==> src/rtl/kv_cmp_tree_pipe.sv <==
// Pipelined N-way key/value tournament: selects the max- or min-key entry among N masked
// lanes, one tree level per stage, with elastic valid/ready flow on both sides.
module kv_cmp_tree_pipe #(
  parameter  int unsigned N     = 8,
  parameter  int unsigned KEY_W = 16,
  parameter  int unsigned VAL_W = 16,
  localparam int unsigned IDX_W = $clog2(N),
  localparam int unsigned L     = $clog2(N)
) (
  input  logic               clk,
  input  logic               rst_n,
  input  logic               in_valid,
  output logic               in_ready,
  input  logic               in_mode,
  input  logic [N-1:0]       in_lmask,
  input  logic [N*KEY_W-1:0] in_keys,
  input  logic [N*VAL_W-1:0] in_vals,
  output logic               out_valid,
  input  logic               out_ready,
  output logic               out_found,
  output logic [KEY_W-1:0]   out_key,
  output logic [VAL_W-1:0]   out_val,
  output logic [IDX_W-1:0]   out_idx
);

  // Candidates of stages 1..L are stored back to back; stage k starts at base(k).
  localparam int unsigned R = N - 1;

  function automatic int unsigned base(input int unsigned k);
    return N - ((2 * N) >> k);
  endfunction

  logic [L:1]       sv_q, sv_d, mode_q, mode_d;
  logic [L:0]       sv, md;
  logic [L+1:1]     adv;
  logic             c_v_q   [R];
  logic             c_v_d   [R];
  logic [KEY_W-1:0] c_key_q [R];
  logic [KEY_W-1:0] c_key_d [R];
  logic [VAL_W-1:0] c_val_q [R];
  logic [VAL_W-1:0] c_val_d [R];
  logic [IDX_W-1:0] c_idx_q [R];
  logic [IDX_W-1:0] c_idx_d [R];

  assign sv = {sv_q, in_valid};
  assign md = {mode_q, in_mode};

  always_comb begin
    logic             av, bv, take_b;
    logic [KEY_W-1:0] ak, bk;
    logic [VAL_W-1:0] aval, bval;
    logic [IDX_W-1:0] ai, bi;
    int unsigned      p, q;
    av = 1'b0; bv = 1'b0; take_b = 1'b0;
    ak = '0; bk = '0; aval = '0; bval = '0; ai = '0; bi = '0;
    p = 0; q = 0;

    adv[L+1] = out_ready;
    for (int unsigned k = L; k >= 1; k--) begin
      adv[k] = adv[k+1] | ~sv[k];
    end
    in_ready = adv[1];

    sv_d    = sv_q;
    mode_d  = mode_q;
    c_v_d   = c_v_q;
    c_key_d = c_key_q;
    c_val_d = c_val_q;
    c_idx_d = c_idx_q;

    for (int unsigned k = 1; k <= L; k++) begin
      if (adv[k]) begin
        sv_d[k]   = sv[k-1];
        mode_d[k] = md[k-1];
        for (int unsigned j = 0; j < (N >> k); j++) begin
          // Candidate valid is gated by its stage valid so bubbles never report found.
          if (k == 1) begin
            av   = in_lmask[2*j]   & sv[0];
            bv   = in_lmask[2*j+1] & sv[0];
            ak   = in_keys[(2*j)*KEY_W +: KEY_W];
            bk   = in_keys[(2*j+1)*KEY_W +: KEY_W];
            aval = in_vals[(2*j)*VAL_W +: VAL_W];
            bval = in_vals[(2*j+1)*VAL_W +: VAL_W];
            ai   = IDX_W'(2*j);
            bi   = IDX_W'(2*j+1);
          end else begin
            p    = base(k-1) + 2*j;
            av   = c_v_q[p]   & sv[k-1];
            bv   = c_v_q[p+1] & sv[k-1];
            ak   = c_key_q[p];
            bk   = c_key_q[p+1];
            aval = c_val_q[p];
            bval = c_val_q[p+1];
            ai   = c_idx_q[p];
            bi   = c_idx_q[p+1];
          end
          take_b = !av || (bv && (md[k-1] ? (bk < ak) : (bk > ak)));
          q = base(k) + j;
          c_v_d[q]   = av | bv;
          c_key_d[q] = take_b ? bk : ak;
          c_val_d[q] = take_b ? bval : aval;
          c_idx_d[q] = take_b ? bi : ai;
          if (k == L && !(av | bv)) begin
            c_key_d[q] = '0;
            c_val_d[q] = '0;
            c_idx_d[q] = '0;
          end
        end
      end
    end
  end

  always_ff @(posedge clk or negedge rst_n) begin
    if (!rst_n) begin
      sv_q   <= '0;
      mode_q <= '0;
      for (int unsigned i = 0; i < R; i++) begin
        c_v_q[i]   <= 1'b0;
        c_key_q[i] <= '0;
        c_val_q[i] <= '0;
        c_idx_q[i] <= '0;
      end
    end else begin
      sv_q    <= sv_d;
      mode_q  <= mode_d;
      c_v_q   <= c_v_d;
      c_key_q <= c_key_d;
      c_val_q <= c_val_d;
      c_idx_q <= c_idx_d;
    end
  end

  assign out_valid = sv_q[L];
  assign out_found = c_v_q[R-1];
  assign out_key   = c_key_q[R-1];
  assign out_val   = c_val_q[R-1];
  assign out_idx   = c_idx_q[R-1];

endmodule

==> config.mk <==
export PLATFORM = sky130hd
export DESIGN_NAME = kv_cmp_tree_pipe
export DESIGN_NICKNAME = d
export VERILOG_FILES = /design/src/rtl/kv_cmp_tree_pipe.sv
export SDC_FILE = /design/constraint.sdc
export NUM_CORES = 1
export LEC_CHECK = 0
export BUFFER_PORTS_ARGS = -buffer_cell sky130_fd_sc_hd__buf_2
export CAP_MARGIN = 20
export CELL_PAD_IN_SITES_DETAIL_PLACEMENT = 1
export CELL_PAD_IN_SITES_GLOBAL_PLACEMENT = 1
export CORE_MARGIN = 2
export CORE_UTILIZATION = 47
export CTS_BUF_LIST = sky130_fd_sc_hd__clkbuf_2
export DETAILED_ROUTE_END_ITERATION = 10
export PLACE_DENSITY = 0.89
export SETUP_SLACK_MARGIN = 0.15
export SYNTH_ARGS = -nofsm -noshare
export SYNTH_HDL_FRONTEND = slang
export SYNTH_SLANG_ARGS = --single-unit
==> constraint.sdc <==
create_clock -name clk -period 7.19 [get_ports clk]
set_input_delay 1.438 -clock clk [delete_from_list [all_inputs] [get_ports clk]]
set_output_delay 1.438 -clock clk [all_outputs]
set_load 0.01 [all_outputs]
[Yosys cells after proc, flatten, opt, wreduce, memory -nomap -nowiden]
Cells that the tools add are included.
W data, S select, Z words.
Cells by class
  order comparisons: 14
  mux-type cells: 59
  bitwise logic cells: 27
  reduce and logical (&&, ||, !) cells: 21
Operator list (number)
  $mux W16: 30
  $gt A16 B16 Y1: 7
  $lt A16 B16 Y1: 7
  $mux W1: 25
  $and A1 B1 Y1: 14
  $mux W3: 4
  $or A1 B1 Y1: 10
  $logic_and A1 B1 Y1: 7
  $logic_not A1 Y1: 7
  $logic_or A1 B1 Y1: 7
  $not A1 Y1: 3
Word-level totals
  flip-flop bits (word level): 257
  output and inout port bits: 38
  word-level logic and storage cells: 154

[Logic depth before layout (Yosys ltp)]
  word-level depth: 10
  depth in mapped cells: 11
  depth with buffers taken out: 8

[Worst setup path after synthesis]
No wires, ideal clock.
  path kind: in2out
  from: input port out_ready
  to: output port in_ready
  data arrival time: 2.559 ns
  setup slack: 3.193 ns
  cell stages on the path: 7
  path buffers: 4
  cells stage by stage: nor2b_1 clkbuf_1 and3_1 clkbuf_1 inv_1 clkbuf_1 clkbuf_1
On the way
  word-level cells in the longest chain between the ends: 3
Ends and longest elaborated chain
  from (decl): RTL line 19  | input logic out_ready,
  $or A1 B1 Y1 (3 in a row): RTL line 60  | adv[k] = adv[k+1] | ~sv[k];
  to (decl): RTL line 13  | output logic in_ready,
Every way passes these cells.

[Worst setup path after layout]
Same ends and word-level chain as after synthesis.

==> out/summary.txt <==
======================================================================================================
Final Wtd Congestion                                                                            0.8838
CP Launch Point                                                                              out_ready
PwrDens                                                                                   239.5 nW/µm²
CTS tree                                                                                           yes
Synth area leaders                                                                        sky130_fd_sc_hd__dfrtp_1 (37%), sky130_fd_sc_hd__o31ai_1 (8.8%), sky130_fd_sc_hd__ha_1 (8.4%), sky130_fd_sc_hd__nor2_1 (4.0%), sky130_fd_sc_hd__a31oi_1 (3.9%)
Final count of hold timing violations                                                                0
Drt first pass iters                                                                                 8
Fraction of synthesized area in multiplexers                                                         0
Dpl hpwl                                                                                      41400 µm
Final Cycle Share                                                                               0.5911
Initial cell density of the core                                                                0.4737
CTS sink cnt                                                                                       249
Die Y-Extent                                                                                  192.6 µm
Post-Syn Area                                                                                16720 µm²
Die width                                                                                     192.6 µm
Crit path max-delay cell type                                                             sky130_fd_sc_hd__inv_6
Area fraction in compound gates after synthesis                                                 0.3009
Share of flip-flops with an asynchronous set or reset after synthesis                            1.000
Portion of total power attributed to sequential cells                                            0.431
Fraction of power spent switching nets                                                          0.4133
Critical Path, Cell by Cell                                                               buf_2 -> nor2b_4 -> and3_2 -> inv_6 -> buf_2
Reg2reg path depth                                                                                   7
Post-Place Setup Slack                                                                        2.371 ns
Critical path endpoint category                                                             output pin
Worst path depth                                                                                     5
Critical Path Source Type                                                                   input port
Final worst-path setup slack                                                                  2.940 ns
Critical path arrival                                                                          2.81 ns
Count of yosys warnings during synthesis                                                             0
Count of placed standard cells including taps                                                     2464
Endpoint of the lowest-slack register-to-register path                                    out_val[8]$_DFFE_PN0P_
Clock transition at the register clock pins on the worst setup and hold paths after CTS        0.08 ns
# setup viols final                                                                                  0
Post-synth top flop                                                                       sky130_fd_sc_hd__dfrtp_1
Maximum clock path buffer count                                                                      3
Synth area leader                                                                         sky130_fd_sc_hd__dfrtp_1
Tightest slew margin relative to the limit                                                      0.2537
Number of global-route vias before repair                                                        17580
Number of antenna violations at the first check in global routing                                    2
Cell chosen for the clock root                                                            sky130_fd_sc_hd__clkbuf_2
Seq cells post-synth                                                                               249
H-tree lvl count                                                                                     3
Max Clk Rate                                                                                0.2353 GHz
Simple-gate area share of the yosys netlist                                                     0.1472
Termination of the worst setup path                                                           in_ready
Hold bufs inserted after CTS                                                                         0
Library cells used by synthesis                                                                     61
Type of the worst setup path                                                                 in -> out
Combined global-route utilization of all metal layers                                           0.3151
Gr ovfl total                                                                                        0
Ports                                                                                              307
Number of nets in the layout                                                                      2462
Count of mapped cells out of synthesis                                                            1905
Main combinational cell family by area after synthesis                                    compound AO/OA/AOI/OAI gates
Required time worst endpoint                                                                   5.75 ns
Fraction of the mapped netlist area in adder cells                                             0.08379
First DRT Iteration DRCs                                                                          1369
Maximum number of pins on one net before global-route repair                                       128
Via count                                                                                        17183
Final Power                                                                                   4.527 mW
Leakage Power                                                                                 8.567 nW
Clk network pwr share                                                                            0.249
Slowest cell delay on critical path                                                            0.64 ns
Family with the most delay on the worst path                                              buffers and inverters
Core outline area                                                                            35310 µm²
First-pass GRT wire length                                                                    93150 µm
Proportion of power drawn by combinational gates                                                 0.320
Port Buf Inserts                                                                                   306
Number of core rows                                                                                 69
Crit Reg-Reg Startpoint                                                                   c_key_q[27]$_DFFE_PN0P_
Clk Latency, worst-skew pair                                                                   0.93 ns
Proportion of layout cells with a drive suffix above 1                                          0.2275
Die outline area                                                                             37110 µm²
Syn Nets                                                                                          2286
Total buffers and inverters traversed by the critical path                                           3
Share of the yosys chip area belonging to registers                                             0.3726
WL per Instance                                                                               23.86 µm
Max Cap Viol                                                                                         0
Transition time at the pin with the least slew margin                                         1.120 ns
Cell internal power dissipation                                                               2.656 mW
Number of clock buffers inserted by TritonCTS                                                       71
Min Clock Period, post-route                                                                  4.250 ns
Max Slew Vio Count                                                                                   0
Worst-path maximum fanout                                                                          127
Number of non-filler instances in the completed layout                                            2595
Antenna-violating nets left                                                                          0
Mean instance size in the synthesized netlist                                                8.779 µm²
Detailed-route vias per instance                                                                 6.622
Hold_ws                                                                                      0.5003 ns
Run status                                                                                   completed
Peak VDD IR                                                                                   94.83 µV
Area added between synthesis and finish                                                         13.02%
Worst-case clock skew                                                                       0.08626 ns
Number of enable-type register cells in the synthesized netlist                                      0
# DRC                                                                                                0
Setup slack on the worst flop-to-flop path                                                     3.63 ns
Worst hold path class                                                                       reg -> reg
Share of Yosys cell area claimed by the top area cell type                                      0.3726
CP dominant cell by count                                                                 sky130_fd_sc_hd__buf_2
Final setup TNS                                                                                   0 ns
Postcts setup bufs                                                                                   0
Setup repair after global routing missed its margin                                              false
Cts repair resizes                                                                                   0
Routed Wire Length                                                                            61920 µm
Xor/xnor cell area share of the yosys netlist                                                        0
Power dissipated by switching net loads                                                       1.871 mW
======================================================================================================
[stage by stage]
| stage | cell area, µm² | util |
|---|---|---|
| global placement | 17960 | 0.5088 |
| floorplan | 16720 | - |
| global route | 18900 | 0.5353 |
| CTS | 18780 | 0.5319 |
| finish | 18900 | 0.5353 |
| detailed placement | 18130 | 0.5134 |
[cell usage after synthesis (all sizes together), types with 2 or more instances]
master   instances
or4b            32
or2              3
o31a            40
a211oi           4
a21boi           2
a31oi          105
a22oi           61
o2111ai         34
a21oi          110
o21a             6
o211a            4
and3             5
o21ai           27
clkbuf         160
and2             6
nand2          118
a21o            11
o31ai          195
inv            123
dfrtp          249
ha             112
nor2b            5
or3              2
nand4           59
a41oi           55
buf             77
o211ai          40
nor4             8
nor4b            2
nand2b           6
nor3             8
and4             4
or4             33
nor2           177
nand3            7
[worst min-delay path by stage]
stage,end,start,slack [ns],cells past startpoint
global placement,c_idx_q[10]$_DFFE_PN0P_,c_idx_q[10]$_DFFE_PN0P_,0.45,1
global route,c_val_q[36]$_DFFE_PN0P_,c_val_q[84]$_DFFE_PN0P_,0.51,2
CTS,c_val_q[36]$_DFFE_PN0P_,c_val_q[84]$_DFFE_PN0P_,0.48,2
floorplan,c_idx_q[10]$_DFFE_PN0P_,c_idx_q[10]$_DFFE_PN0P_,0.43,1
detailed placement,c_idx_q[10]$_DFFE_PN0P_,c_idx_q[10]$_DFFE_PN0P_,0.45,1
finish,c_val_q[36]$_DFFE_PN0P_,c_val_q[84]$_DFFE_PN0P_,0.50,2
[layout by cell type (no fill, tap or decap), drive strengths merged, types with 7 or more instances in the layout]
master / instances
o21ai: 27
buf: 340
ha: 112
o2111ai: 34
a41oi: 55
a21o: 11
or4b: 32
clkinv: 10
a31oi: 105
nor2: 177
nor3: 8
nand2: 118
nor4: 8
a22oi: 61
o31ai: 195
nand3: 7
or4: 33
nand4: 59
inv: 123
a21oi: 110
o31a: 40
clkbuf: 110
dfrtp: 249
o211ai: 40
[worst reg2reg max path, cell delays in order (launching register included)]
cell	delay (ns)
sky130_fd_sc_hd__dfrtp_1	0.45
sky130_fd_sc_hd__ha_1	0.36
sky130_fd_sc_hd__nand4_1	0.30
sky130_fd_sc_hd__nor4_1	0.54
sky130_fd_sc_hd__or3b_2	0.75
sky130_fd_sc_hd__o21a_1	0.63
sky130_fd_sc_hd__buf_16	0.24
sky130_fd_sc_hd__o211ai_1	0.13
[cell type report]
type,count,area (µm²)
timing repair buffer,340,1997
clock inverter,14,100.1
fill,4246,16410
tap,461,576.8
multi-input combinational,1296,8976
inverter,123,466.7
antenna,2,5.005
sequential,249,6231
clock buffer,110,550.5
[flip-flops by register name, indices dropped and copies added (netlist names)]
register,count
mode_q,2
c_v_q,6
out_idx,3
out_found,1
c_key_q,96
c_val_q,96
c_idx_q,10
sv_q,3
out_val,16
out_key,16
[power by group through the flow]
| stage | Combinational, mW | Sequential [mW] | Clock (mW) |
|---|---|---|---|
| 2_1_floorplan | 1.01 | 1.83 | 0 |
| 3_3_place_gp | 1.27 | 1.95 | 0 |
| 3_5_place_dp | 1.38 | 1.96 | 0 |
| 4_1_cts | 1.40 | 1.94 | 1.13 |
| 5_1_grt | 1.59 | 1.97 | 1.21 |
| 6_report | 1.45 | 1.95 | 1.13 |
[layer usage]
metal	global-route usage	vias up	share of wire	routed length (µm)
met5	0	-	0	0
met4	0.1530	0	0.050	3097
met3	0.05819	228	0.067	4130
met2	0.5382	784	0.50	30980
met1	0.3821	8531	0.38	23710
li1	-	7640	-	-
[cells by family (layout without fill, tap and decap cells)]
logic type / after synthesis / in the layout
adder cells (fa/ha/maj): 112 / 112
AO/OA/AOI/OAI: 706 / 706
other: 0 / 2
buffers and inverters: 360 / 587
AND/OR/NAND/NOR: 478 / 478
flip-flops: 249 / 249
Power figures use the tool's default switching activity.
